### src/rtl/uart_frame_parser.sv
// uart_frame_parser: extracts SYNC, LEN, PAYLOAD[LEN], CSUM frames from a
// received-byte strobe stream, validates length and checksum, buffers the
// payload and replays it on a valid/ready stream. Bad frames raise frame_err
// with a cause code.
module uart_frame_parser #(
    parameter int          MAX_LEN     = 16,
    parameter logic [7:0]  SYNC_BYTE   = 8'hA5,
    parameter int          TIMEOUT_CYC = 50000
) (
    input  logic       clk,
    input  logic       rst_n,
    input  logic [7:0] in_data,
    input  logic       in_valid,
    output logic [7:0] out_data,
    output logic       out_valid,
    input  logic       out_ready,
    output logic       out_last,
    output logic       frame_ok,
    output logic       frame_err,
    output logic [1:0] err_code,
    output logic       busy
);

    localparam int         AW        = (MAX_LEN > 1) ? $clog2(MAX_LEN) : 1;
    localparam int         TW        = (TIMEOUT_CYC > 1) ? $clog2(TIMEOUT_CYC) : 1;
    localparam logic [8:0] MAX_LEN_V = 9'(MAX_LEN);
    localparam logic [TW-1:0] TMO_LAST = TW'(TIMEOUT_CYC - 1);

    localparam logic [1:0] ERR_OVERRUN = 2'd0;
    localparam logic [1:0] ERR_LENGTH  = 2'd1;
    localparam logic [1:0] ERR_CSUM    = 2'd2;
    localparam logic [1:0] ERR_TIMEOUT = 2'd3;

    typedef enum logic [2:0] {
        S_HUNT,
        S_LEN,
        S_PAYLOAD,
        S_CSUM,
        S_DRAIN
    } state_t;

    state_t          state_q, state_d;
    logic [7:0]      len_q, len_d;
    logic [7:0]      idx_q, idx_d;
    logic [7:0]      acc_q, acc_d;
    logic [7:0]      rd_idx_q, rd_idx_d;
    logic [TW-1:0]   tmo_q, tmo_d;
    logic [7:0]      out_data_q, out_data_d;
    logic            out_valid_q, out_valid_d;
    logic            out_last_q, out_last_d;
    logic            frame_ok_q, frame_ok_d;
    logic            frame_err_q, frame_err_d;
    logic [1:0]      err_code_q, err_code_d;
    logic            busy_q, busy_d;

    // Payload buffer: no reset so it maps onto plain RAM; pointers gate validity.
    logic [7:0]      mem [MAX_LEN];
    logic            wr_en;
    logic [7:0]      rd_next;
    logic [7:0]      len_m1;
    logic [7:0]      idx_next;

    assign rd_next  = rd_idx_q + 8'd1;
    assign len_m1   = len_q - 8'd1;
    assign idx_next = idx_q + 8'd1;

    // Buffer write port: one payload byte per accepted strobe.
    always_ff @(posedge clk) begin
        if (wr_en) begin
            mem[idx_q[AW-1:0]] <= in_data;
        end
    end

    // Parser state, counters and registered outputs.
    always_ff @(posedge clk or negedge rst_n) begin
        if (!rst_n) begin
            state_q     <= S_HUNT;
            len_q       <= '0;
            idx_q       <= '0;
            acc_q       <= '0;
            rd_idx_q    <= '0;
            tmo_q       <= '0;
            out_data_q  <= '0;
            out_valid_q <= 1'b0;
            out_last_q  <= 1'b0;
            frame_ok_q  <= 1'b0;
            frame_err_q <= 1'b0;
            err_code_q  <= '0;
            busy_q      <= 1'b0;
        end else begin
            state_q     <= state_d;
            len_q       <= len_d;
            idx_q       <= idx_d;
            acc_q       <= acc_d;
            rd_idx_q    <= rd_idx_d;
            tmo_q       <= tmo_d;
            out_data_q  <= out_data_d;
            out_valid_q <= out_valid_d;
            out_last_q  <= out_last_d;
            frame_ok_q  <= frame_ok_d;
            frame_err_q <= frame_err_d;
            err_code_q  <= err_code_d;
            busy_q      <= busy_d;
        end
    end

    // Next-state logic: frame decoding, timeout supervision and drain sequencing.
    always_comb begin
        state_d     = state_q;
        len_d       = len_q;
        idx_d       = idx_q;
        acc_d       = acc_q;
        rd_idx_d    = rd_idx_q;
        tmo_d       = tmo_q;
        out_data_d  = out_data_q;
        out_valid_d = out_valid_q;
        out_last_d  = out_last_q;
        frame_ok_d  = 1'b0;
        frame_err_d = 1'b0;
        err_code_d  = err_code_q;
        wr_en       = 1'b0;

        case (state_q)
            S_HUNT: begin
                if (in_valid && (in_data == SYNC_BYTE)) begin
                    state_d = S_LEN;
                    tmo_d   = '0;
                end
            end

            S_LEN, S_PAYLOAD, S_CSUM: begin
                if (in_valid) begin
                    // A byte always beats an expiring timeout.
                    tmo_d = '0;
                    if (state_q == S_LEN) begin
                        if ((in_data != 8'd0) && ({1'b0, in_data} <= MAX_LEN_V)) begin
                            len_d   = in_data;
                            acc_d   = in_data;
                            idx_d   = '0;
                            state_d = S_PAYLOAD;
                        end else begin
                            frame_err_d = 1'b1;
                            err_code_d  = ERR_LENGTH;
                            state_d     = S_HUNT;
                        end
                    end else if (state_q == S_PAYLOAD) begin
                        wr_en = 1'b1;
                        acc_d = acc_q + in_data;
                        idx_d = idx_next;
                        if (idx_next == len_q) begin
                            state_d = S_CSUM;
                        end
                    end else begin
                        if (8'(acc_q + in_data) == 8'd0) begin
                            frame_ok_d  = 1'b1;
                            rd_idx_d    = '0;
                            out_data_d  = mem[{AW{1'b0}}];
                            out_valid_d = 1'b1;
                            out_last_d  = (len_q == 8'd1);
                            state_d     = S_DRAIN;
                        end else begin
                            frame_err_d = 1'b1;
                            err_code_d  = ERR_CSUM;
                            state_d     = S_HUNT;
                        end
                    end
                end else if (tmo_q == TMO_LAST) begin
                    frame_err_d = 1'b1;
                    err_code_d  = ERR_TIMEOUT;
                    state_d     = S_HUNT;
                end else begin
                    tmo_d = tmo_q + 1'b1;
                end
            end

            S_DRAIN: begin
                // No room to accept a new frame while the buffer is replayed.
                if (in_valid) begin
                    frame_err_d = 1'b1;
                    err_code_d  = ERR_OVERRUN;
                end
                if (out_valid_q && out_ready) begin
                    if (rd_idx_q == len_m1) begin
                        out_valid_d = 1'b0;
                        out_last_d  = 1'b0;
                        state_d     = S_HUNT;
                    end else begin
                        rd_idx_d   = rd_next;
                        out_data_d = mem[rd_next[AW-1:0]];
                        out_last_d = (rd_next == len_m1);
                    end
                end
            end

            default: begin
                state_d = S_HUNT;
            end
        endcase

        busy_d = (state_d != S_HUNT);
    end

    assign out_data  = out_data_q;
    assign out_valid = out_valid_q;
    assign out_last  = out_last_q;
    assign frame_ok  = frame_ok_q;
    assign frame_err = frame_err_q;
    assign err_code  = err_code_q;
    assign busy      = busy_q;

endmodule
### config.mk
export PLATFORM = sky130hd
export DESIGN_NAME = uart_frame_parser
export DESIGN_NICKNAME = d
export VERILOG_FILES = /design/src/rtl/uart_frame_parser.sv
export SDC_FILE = /design/constraint.sdc
export NUM_CORES = 1
export LEC_CHECK = 0
export ABC_AREA = 0
export BUFFER_PORTS_ARGS = -buffer_cell sky130_fd_sc_hd__buf_2
export CORE_MARGIN = 2
export CORE_UTILIZATION = 60
export CTS_CLUSTER_DIAMETER = 200
export DETAILED_ROUTE_END_ITERATION = 7
export PLACE_DENSITY = 0.77
export SLEW_MARGIN = 20
export SYNTH_ARGS = -nofsm -noshare
export SYNTH_HDL_FRONTEND = slang
export SYNTH_SLANG_ARGS = --single-unit
### constraint.sdc
create_clock -name clk -period 3.85 [get_ports clk]
set_input_delay 0.385 -clock clk [delete_from_list [all_inputs] [get_ports clk]]
set_output_delay 0.385 -clock clk [all_outputs]
set_load 0.03 [all_outputs]
==> results of run 1 <==
[cells by family (layout without fill, tap and decap cells)]
group                    Yosys count  after routing  share of synthesized area (%)
multiplexers                      70             70                           13.5
AND/OR/NAND/NOR                  192            192                           11.2
AO/OA/AOI/OAI                     79             79                           5.57
buffers and inverters             42             86                           2.20
XOR/XNOR                          50             50                           5.29
flip-flops                       194            194                           60.0
adder cells (fa/ha/maj)           16             16                           2.27
[per-layer routing]
layer,global-route usage [%],vias up
met5,0,-
met4,8.08,0
met3,6.99,34
met2,39.7,191
met1,37.8,2843
li1,-,2508
[power by group through the flow]
stage / sequential (mW) / clock (mW) / combinational, mW
global route: 2.32 / 1.77 / 0.337
floorplan: 2.35 / 0 / 0.193
finish: 2.31 / 1.67 / 0.298
detailed placement: 2.36 / 0 / 0.297
global placement: 2.35 / 0 / 0.281
CTS: 2.31 / 1.68 / 0.298
[worst min-delay path by stage]
| stage | to | slack (ns) | cells past startpoint |
|---|---|---|---|
| after floorplan | acc_q[0]$_DFFE_PN0P_ | 0.09 | 0 |
| after global placement | out_data[3]$_DFFE_PN0P_ | 0.45 | 1 |
| after detailed placement | out_data[4]$_DFFE_PN0P_ | 0.45 | 1 |
| after CTS | state_q[2]$_DFF_PN0_ | 0.29 | 4 |
| after global routing | state_q[2]$_DFF_PN0_ | 0.32 | 4 |
| final | state_q[2]$_DFF_PN0_ | 0.30 | 4 |
[worst max-delay path, delay by kind of cell (launching register included)]
family,cells,cell delay [ns]
compound gates,1,0.33
flops,1,0.38
mux,1,0.35
simple gates,5,1.45
fa+ha+maj,2,0.63
[state kept, by name (all words and copies together) (netlist names)]
signal	cells
acc_q	8
busy	1
err_code	2
frame_err	1
frame_ok	1
idx_q	8
len_q	8
mem	128
out_data	8
out_last	1
out_valid	1
rd_idx_q	8
state_q	3
tmo_q	16
[final cells by class]
| cell class | count | share of cell area [%] |
|---|---|---|
| Tap cell | 188 | 2.34 |
| Timing Repair Buffer | 41 | 2.56 |
| Sequential cell | 194 | 54.7 |
| Clock buffer | 18 | 4.27 |
| Inverter | 14 | 0.523 |
| Multi-Input combinational cell | 407 | 34.5 |
| Clock inverter | 13 | 1.18 |
[placed cells by master, fill, tap and decap left out, drive strengths merged, types with 8 or more instances in the layout]
cell type,count
mux2,24
mux4,40
edfxtp,128
a21oi,17
buf,40
o21ai,30
nor2b,8
clkbuf,18
ha,15
and3,18
inv,21
xnor2,27
nand3,20
nor2,37
nor4,9
and2,18
nand2,38
xor2,21
nor3,10
dfrtp,66
[synthesized netlist by cell type, types with 3 or more instances]
cell type	n	share of area [%]
nand3b_1	4	0.33
nor2b_1	7	0.48
edfxtp_1	128	42
a21o_1	4	0.33
a211oi_1	3	0.25
mux4_2	40	9.8
nor3_1	10	0.55
buf_4	5	0.41
mux2i_1	6	0.66
nand2b_1	7	0.48
ha_1	15	2.0
and2_1	18	1.2
dfrtp_1	66	18
nor3b_1	4	0.33
nand4_1	4	0.27
mux2_1	8	0.98
mux2_2	15	1.8
a22o_1	4	0.38
o21ai_0	29	1.6
nor4_1	8	0.55
and3_1	18	1.2
buf_2	5	0.27
or3_1	7	0.48
or4_1	4	0.33
inv_1	14	0.57
a21oi_1	17	0.93
nand2_1	37	1.5
nor2_1	36	1.5
xor2_1	21	2.0
clkbuf_1	16	0.66
xnor2_1	26	2.5
nand3_1	20	1.1
[metrics by stage]
stage | hold slack, ns | setup slack (ns)
floorplan | 0.0894 | 0.901
global route | 0.324 | 0.379
CTS | 0.291 | 0.572
finish | 0.295 | 0.576
detailed placement | 0.451 | 0.403
global placement | 0.446 | 0.444
==> key figures, run 1 <==
Layout
  • Layout area overhead: 9.75%
  • Final antenna diode count: 0
  • Final Cell Area: 0.0101 mm²
  • Layout fillers: 1039
  • Non-filler cells, final: 875
  • FF/Latch Area: 0.00550 mm²
  • Finished Core Util: 66.9%
  • Share of layout cells above drive strength 1: 19.5%
  • Fin nets: 703
  • Multi-input gate area in the final layout: 0.00346 mm²

Detailed routing
  • Final wirelength: 19600 µm
  • Metal2 WL: 9260 µm
  • Antenna Nets Post-Route: 0
  • Initial drt markers: 662
  • Routed len/inst: 22.4 µm
  • DR vias/cell: 6.37
  • Uppermost layer routed: met4
  • Met3 WL: 1270 µm
  • DRC Markers: 0
  • Met1 Wirelength: 8700 µm
  • Drt first pass iters: 4
  • DR vias: 5576

Placement
  • Area after DPL: 0.00950 mm²
  • Placed insts: 843
  • Port Buf Inserts: 26
  • Final Wtd Congestion: 0.835
  • Dpl hpwl: 12700 µm

STA
  • RSZ-0062 raised after global routing: false
  • Skew final: 0.00892 ns
  • Worst-margin pin slew: 0.705 ns
  • Sum Neg Setup Slack: 0 ns
  • Worst slew margin: 52.9%
  • Fin crit share: 85.0%
  • Setup violators final: 0
  • Final Critical Period: 3.27 ns
  • Fmax: 305 MHz
  • Final Hold Fails: 0
  • Pins Over Slew Limit: 0

Critical path
  • Crit path max-delay cell type: or3_1
  • Crit start category: register
  • Critical Path End: out_data[5]$_DFFE_PN0P_
  • Crit. End Element: register
  • Worst-path fanout max: 12
  • Worst Setup SP: acc_q[0]$_DFFE_PN0P_
  • CP Cell Sequence: ha_1 -> fa_1 -> a211oi_1 -> or4_1 -> nand3_1 -> or3_1 -> or3_1 -> nand2_4 -> mux2_1
  • Most common cell on crit path: or3_1
  • R2R depth: 9
  • FF-to-FF setup slack: 0.58 ns
  • Reg-to-reg startpoint: acc_q[0]$_DFFE_PN0P_
  • R2R Path End: out_data[5]$_DFFE_PN0P_
  • CP Class: reg -> reg
  • Worst EP required: 4.17 ns
  • Slowest stage delay, CP: 0.55 ns
  • CP arrival: 3.60 ns

Floorplanning
  • Site row count: 45
  • Die Area: 0.0163 mm²
  • Die H: 128 µm
  • Starting Density: 60.9%
  • Core region area: 0.0150 mm²
  • Die span in x: 128 µm
  • I/O pin count: 27

Pwr
  • Flop pwr share: 54.0%
  • Net Sw Power: 1.05 mW
  • Worst VDD drop: 0.000349 V
  • Switching share of power: 24.5%
  • Internal power: 3.23 mW
  • P per Cell Area: 426 mW/mm²
  • Gate power share: 7.0%
  • Leak Pwr: 3.84 nW
  • Final Power: 4.28 mW
  • Clock power frac: 39.0%

Logic synthesis
  • Cell Area, Synth: 0.00916 mm²
  • Yosys Warn Count: 0
  • Yosys reg bits: 194
  • Post-synth EDFFs: 128
  • Synth cell types: 65
  • Post-Syn Nets: 671
  • Synth Area per Inst: 14.2 µm²
  • Register area share after synthesis: 60.0%
  • Ys flop type: edfxtp_1
  • Synth Instances: 643
  • FFs w/ async S/R, synth: 34.0%

Clock tree
  • CTS tree: yes
  • H-tree depth: 4
  • Clk_lat worst skew: 0.45 ns
  • Clk buf depth: 2
  • Cts hold-fix bufs: 1
  • Clock buffers created by TritonCTS: 17
  • Clk sinks: 194
  • Worst-path clk slew: 0.07 ns
  • PostCTS Resize Cnt: 0
  • Root Driver: clkbuf_16
  • Post-CTS Setup Inserts: 0

GRT
  • Vias in the first global route: 5575
  • GRT Overall Usage: 26.2%
  • Largest net degree at the start of global routing: 38
  • Initial antenna violation count: 0
  • First-pass GRT wire length: 31500 µm
  • Total gr overflow: 0

Flow run
  • Max-cap violations: 0

Hold path
  • Hold crit path type: in -> reg
  • Startpoint of the worst hold path: out_ready

Run status
  • Status: completed
Power figures use the tool's default switching activity.
==> run 2, diff against run 1 <==
CORE_UTILIZATION = 46   (was 60)
PLACE_DENSITY = unset   (was 0.77)
RECOVER_POWER = 50   (was unset)
==> key figures, run 2 (synthesis gave the netlist of run 1 again) <==
Run status
  • Status: completed

Layout
  • Fin nets: 704 (+0.14%)
  • Share of layout cells above drive strength 1: 15.7% (-3.8 points)
  • Layout fillers: 1661 (+60%)
  • Finished Core Util: 52.1% (-15 points)
  • Commonest cells after routing, fill and taps aside: edfxtp_1 (128), dfrtp_1 (65), mux4_2 (40)
  • Final antenna diode count: 0 (unchanged)
  • Layout area overhead: 11.0%
  • Max reg flops: 128 (unchanged)
  • Commonest non-fill, non-tap cell in the layout: edfxtp_1

Pwr
  • Gate power share: 6.6% (-0.4 points)
  • Clock power frac: 41.4% (+2.4 points)
  • Switching share of power: 24.1% (-0.33 points)
  • Leak Pwr: 3.76 nW (-2.0%)
  • Net Sw Power: 1.07 mW (+2.6%)
  • P per Cell Area: 438 mW/mm² (+2.8%)
  • Internal power: 3.38 mW (+4.4%)
  • Worst VDD drop: 0.000347 V (-0.66%)
  • Flop pwr share: 52.0% (-2.0 points)

Critical path
  • CP Cell Sequence: ha_1 -> fa_1 -> a211oi_1 -> or4_1 -> nand3_1 -> or3_1 -> or3_1 -> nand2_4 -> mux2_2
  • CP Class: reg -> reg
  • Top Family by Delay on Critical Path: simple AND/OR/NAND/NOR gates
  • CP arrival: 3.60 ns (about the same)
  • Worst EP required: 4.17 ns (about the same)
  • Worst-path fanout max: 12 (unchanged)
  • Crit. End Element: register
  • Crit path max-delay cell type: or3_1
  • Crit start category: register
  • Most common cell on crit path: or3_1
  • Crit path buf inv count: 0 (unchanged)
  • Slowest stage delay, CP: 0.55 ns (about the same)

STA
  • Setup violators final: 0 (unchanged)
  • Final Hold Fails: 0 (unchanged)
  • RSZ-0062 raised after global routing: false
  • Worst-margin pin slew: 1.24 ns (+0.530 ns)
  • Pins Over Slew Limit: 0 (unchanged)
  • Sum Neg Setup Slack: 0 ns (unchanged)
  • Worst slew margin: 17.6% (-35 points)
  • Fmax: 305 MHz (-0.30%)
  • Fin crit share: 85.3% (+0.25 points)
  • Worst setup slack after layout: 0.566 ns (-0.00971 ns)
  • Final Critical Period: 3.28 ns (+0.00971 ns)
  • Skew final: 0.0145 ns (+0.00561 ns)

GRT
  • First-pass GRT wire length: 31800 µm (+0.85%)
  • GRT Overall Usage: 19.9% (-6.2 points)
  • Largest net degree at the start of global routing: 47 (+24%)
  • Total gr overflow: 0 (unchanged)
  • Initial antenna violation count: 0 (unchanged)
  • Vias in the first global route: 5538 (-0.66%)

Clock tree
  • Clk_lat worst skew: 0.44 ns (about the same)
  • PostCTS Resize Cnt: 0 (unchanged)
  • H-tree depth: 4 (unchanged)
  • CTS tree: yes
  • Clk buf depth: 2 (unchanged)
  • Clock buffers created by TritonCTS: 17 (unchanged)
  • Post-CTS Setup Inserts: 0 (unchanged)
  • Clk sinks: 194 (unchanged)
  • Root Driver: clkbuf_16
  • Worst-path clk slew: 0.07 ns (about the same)

Placement
  • Place WS: 0.400 ns (-0.00228 ns)
  • Dpl hpwl: 13400 µm (+4.9%)
  • Final Wtd Congestion: 0.863 (+3.3%)
  • Port Buf Inserts: 26 (unchanged)

Floorplanning
  • Core region area: 0.0195 mm² (+30%)
  • Die span in x: 145 µm (+14%)
  • I/O pin count: 27 (unchanged)
  • Starting Density: 46.9% (-14 points)
  • Site row count: 51 (+13%)
  • Die Area: 0.0211 mm² (+29%)
  • Die H: 145 µm (+14%)

Detailed routing
  • DR vias: 5479 (-1.7%)
  • DRC Markers: 0 (unchanged)
  • Routed len/inst: 21.2 µm (-5.0%)
  • Initial drt markers: 412 (-38%)
  • Antenna Nets Post-Route: 0 (unchanged)
  • DR vias/cell: 5.74 (-9.9%)
  • Drt first pass iters: 5 (+1)
  • Final wirelength: 20300 µm (+3.5%)

Hold path
  • Hold crit path type: in -> reg

Flow run
  • Max-cap violations: 0 (unchanged)
## run 2: cell type report
class / instances / area (µm²) / share of cell area (%)
Clock inverter: 14 / 195 / 1.92
Clock buffer: 18 / 429 / 4.22
Tap cell: 265 / 332 / 3.26
Multi-Input combinational cell: 407 / 3470 / 34.1
Sequential cell: 194 / 5500 / 54.0
Timing Repair Buffer: 42 / 198 / 1.94
Inverter: 14 / 52.6 / 0.517
## run 2: worst reg2reg max path: stages, from the launching register on
cell	delay (ns)
dfrtp_1	0.39
ha_1	0.21
fa_1	0.41
a211oi_1	0.34
or4_1	0.17
nand3_1	0.10
or3_1	0.39
or3_1	0.55
nand2_4	0.27
mux2_2	0.36
## run 2: layer usage
metal | share of wire [%] | up-vias | global-route usage (%)
li1 | - | 2504 | -
met1 | 45 | 2827 | 27.9
met3 | 4.0 | 13 | 3.08
met2 | 50 | 135 | 33.0
met4 | 0.77 | 0 | 5.20
met5 | 0 | - | 0
## run 2: path summary, 6_finish.rpt
path / start / endpoint / slack, ns / cells past startpoint
hold reg to reg: out_data[4]$_DFFE_PN0P_ / out_data[4]$_DFFE_PN0P_ / 0.49 / 1
hold / removal: out_ready / state_q[2]$_DFF_PN0_ / 0.33 / 4
setup / recovery: acc_q[0]$_DFFE_PN0P_ / out_data[6]$_DFFE_PN0P_ / 0.57 / 9
setup reg to reg: acc_q[0]$_DFFE_PN0P_ / out_data[6]$_DFFE_PN0P_ / 0.57 / 9
min in group asynchronous: rst_n / out_data[5]$_DFFE_PN0P_ / 0.68 / 2
max in group asynchronous: rst_n / tmo_q[5]$_DFFE_PN0P_ / 1.36 / 3
## run 2: power groups by stage
stage	clock, mW	combinational [mW]	sequential [mW]
floorplan	0	0.193	2.35
global placement	0	0.291	2.35
detailed placement	0	0.300	2.35
CTS	1.88	0.301	2.31
global route	1.96	0.330	2.32
finish	1.84	0.294	2.31
## run 2: timing repair
action / CTS / global route
endpoints found under the hold margin: 20 / 0
hold buffers: 1 / 0
endpoints found under the setup margin: 0 / 0
## run 2: per-stage QoR
| stage | cells | hold slack (ns) | power (mW) | cell area [µm²] |
|---|---|---|---|---|
| 2_1_floorplan | 643 | 0.0894 | 2.54 | 9160 |
| 3_3_place_gp | 921 | 0.366 | 2.64 | 9590 |
| 3_5_place_dp | 921 | 0.374 | 2.65 | 9590 |
| 4_1_cts | 954 | 0.284 | 4.49 | 10200 |
| 5_1_grt | 954 | 0.343 | 4.61 | 10200 |
| 6_report | 954 | 0.328 | 4.45 | 10200 |
==> run 3, diff against run 2 <==
==> constraint.sdc (replaced) <==
create_clock -name clk -period 3.85 [get_ports clk]
set_input_delay 0.77 -clock clk [delete_from_list [all_inputs] [get_ports clk]]
set_output_delay 0.77 -clock clk [all_outputs]
set_load 0.03 [all_outputs]
==> key figures, run 3 (synthesis gave the netlist of run 1 again) <==
Critical path
  • CP Depth: 9 (unchanged)
  • Slowest stage delay, CP: 0.61 ns (+0.06 ns)
  • CP Cell Sequence: clkbuf_1 -> ha_1 -> nor3b_1 -> a221oi_1 -> nand3_1 -> or3_1 -> or3_1 -> nand2_4 -> mux2_1
  • CP arrival: 3.81 ns (+0.21 ns)
  • Top Family by Delay on Critical Path: simple AND/OR/NAND/NOR gates
  • Worst-path fanout max: 19 (+7)
  • R2R depth: 9 (unchanged)
  • Crit path max-delay cell type: clkbuf_1
  • Crit path buf inv count: 1 (+1)
  • Crit. End Element: register
  • Worst EP required: 4.15 ns (-0.02 ns)
  • FF-to-FF setup slack: 0.69 ns (+0.12 ns)
  • Crit start category: input pin
  • Most common cell on crit path: or3_1
  • CP Class: in -> reg

Floorplanning
  • Core region area: 0.0195 mm² (unchanged)
  • Die Area: 0.0211 mm² (unchanged)
  • Starting Density: 46.9% (unchanged)
  • I/O pin count: 27 (unchanged)
  • Die H: 145 µm (unchanged)
  • Die span in x: 145 µm (unchanged)
  • Site row count: 51 (unchanged)

GRT
  • Met2 Track Usage GR: 31.9% (-1.1 points)
  • First-pass GRT wire length: 31400 µm (-1.1%)
  • Largest net degree at the start of global routing: 38 (-19%)
  • Initial antenna violation count: 0 (unchanged)
  • Total gr overflow: 0 (unchanged)
  • Met3 Track Usage GR: 2.89% (-0.19 points)
  • Vias in the first global route: 5517 (-0.38%)
  • Met1 GRT Util: 28.0% (+0.11 points)
  • GRT busiest layer: met2
  • GRT Overall Usage: 19.6% (-0.37 points)

STA
  • Fin crit share: 91.0% (+5.7 points)
  • Setup violators final: 0 (unchanged)
  • Worst-margin pin slew: 2.05 ns (+0.818 ns)
  • Final Hold Fails: 0 (unchanged)
  • Hold Slack: 0.487 ns (+0.159 ns)
  • Final Critical Period: 3.50 ns (+0.221 ns)
  • Pins Over Slew Limit: 36 (+36)
  • Skew final: 0.0100 ns (-0.00450 ns)
  • Worst slew margin: -36.9% (-55 points)
  • Fmax: 285 MHz (-6.3%)
  • RSZ-0062 raised after global routing: false
  • Worst setup slack after layout: 0.345 ns (-0.221 ns)
  • Sum Neg Setup Slack: 0 ns (unchanged)

Clock tree
  • Root Driver: clkbuf_16
  • Cts hold-fix bufs: 0 (-1)
  • Clock buffers created by TritonCTS: 17 (unchanged)
  • PostCTS Resize Cnt: 0 (unchanged)
  • Clk buf depth: 2 (unchanged)
  • H-tree depth: 4 (unchanged)
  • CTS tree: yes
  • Worst-path clk slew: 0.07 ns (about the same)
  • Clk_lat worst skew: 0.43 ns (about the same)
  • Clk sinks: 194 (unchanged)
  • Post-CTS Setup Inserts: 0 (unchanged)

Run status
  • Violated checks: max-capacitance violations, max-slew violations
  • Status: finished with violations

Layout
  • Layout area overhead: 10.7%
  • Finished Core Util: 51.9% (-0.16 points)
  • Share of layout cells above drive strength 1: 17.1% (+1.4 points)
  • Commonest non-fill, non-tap cell in the layout: edfxtp_1
  • Final antenna diode count: 0 (unchanged)
  • Max reg flops: 128 (unchanged)
  • Commonest cells after routing, fill and taps aside: edfxtp_1 (128), dfrtp_1 (65), mux4_2 (40)
  • Non-filler cells, final: 956 (+0.21%)
  • Final Cell Area: 0.0101 mm² (-0.31%)
  • Fin nets: 706 (+0.28%)

Hold path
  • Hold crit path type: reg -> reg
  • Worst hold stages: 1 (-3)

Pwr
  • Net Sw Power: 1.03 mW (-4.1%)
  • Worst VDD drop: 0.000297 V (-14%)
  • Flop pwr share: 53.4% (+1.4 points)
  • Clock power frac: 39.6% (-1.8 points)
  • Leak Pwr: 3.78 nW (+0.39%)
  • Gate power share: 7.0% (+0.4 points)
  • Internal power: 3.30 mW (-2.2%)
  • Switching share of power: 23.8% (-0.34 points)
  • P per Cell Area: 427 mW/mm² (-2.4%)
  • Final Power: 4.33 mW (-2.7%)

Placement
  • Placed insts: 924 (+0.33%)
  • Area after DPL: 0.00961 mm² (+0.23%)
  • Port Buf Inserts: 26 (unchanged)
  • Final Wtd Congestion: 0.831 (-3.7%)
  • Dpl hpwl: 13200 µm (-1.2%)
  • Place WS: 0.137 ns (-0.264 ns)

Detailed routing
  • Initial drt markers: 460 (+12%)
  • Drt first pass iters: 5 (unchanged)
  • DRC Markers: 0 (unchanged)
  • Routed len/inst: 20.5 µm (-3.3%)
  • Final wirelength: 19600 µm (-3.1%)
  • DR vias: 5404 (-1.4%)
  • Antenna Nets Post-Route: 0 (unchanged)
  • DR vias/cell: 5.65 (-1.6%)

Flow run
  • Max-cap violations: 1 (+1)
## run 3: cell count changes in the layout (fill, tap and decap cells not counted), sizes merged
cell	change
bufinv	-1
clkinvlp	+1
clkbuf	-8
dlygate4sd3	-1
clkinv	+1
buf	+10
## run 3: cell type report
type / count / area (µm²)
tap: 265 / 332
sequential: 194 / 5500
clock inverter: 15 / 150
fill: 1656 / 9390
timing repair buffer: 44 / 215
multi-input combinational: 407 / 3470
clock buffer: 17 / 425
inverter: 14 / 52.6
## run 3: final timing paths
kind                                              start                      end
worst max-delay path                         in_data[6]  out_data[1]$_DFFE_PN0P_
worst min-delay path            out_data[2]$_DFFE_PN0P_  out_data[2]$_DFFE_PN0P_
worst max register to register     acc_q[0]$_DFFE_PN0P_  out_data[1]$_DFFE_PN0P_
worst min register to register  out_data[2]$_DFFE_PN0P_  out_data[2]$_DFFE_PN0P_
max in group asynchronous                         rst_n     acc_q[1]$_DFFE_PN0P_
min in group asynchronous                         rst_n  out_data[4]$_DFFE_PN0P_
## run 3: metal layers
layer  up-vias  routed length [µm]
met3        15                 714
li1       2504                   -
met4         0                 165
met5         -                   0
met2       118                9510
met1      2767                9240
## run 3: power by group through the flow
stage	Clock [mW]	Combinational, mW	Sequential, mW
finish	1.72	0.303	2.31
global route	1.84	0.342	2.32
CTS	1.75	0.311	2.31
floorplan	0	0.193	2.35
global placement	0	0.300	2.35
detailed placement	0	0.310	2.35
## run 3: worst reg2reg max path, cell delays in order, from the launching register on
cell and delay, ns:
dfrtp_1 0.38, ha_1 0.22, fa_1 0.41, a211oi_1 0.32
or4_1 0.17, nand3_1 0.10, or3_1 0.37, or3_1 0.47
nand2_4 0.23, mux2_1 0.36
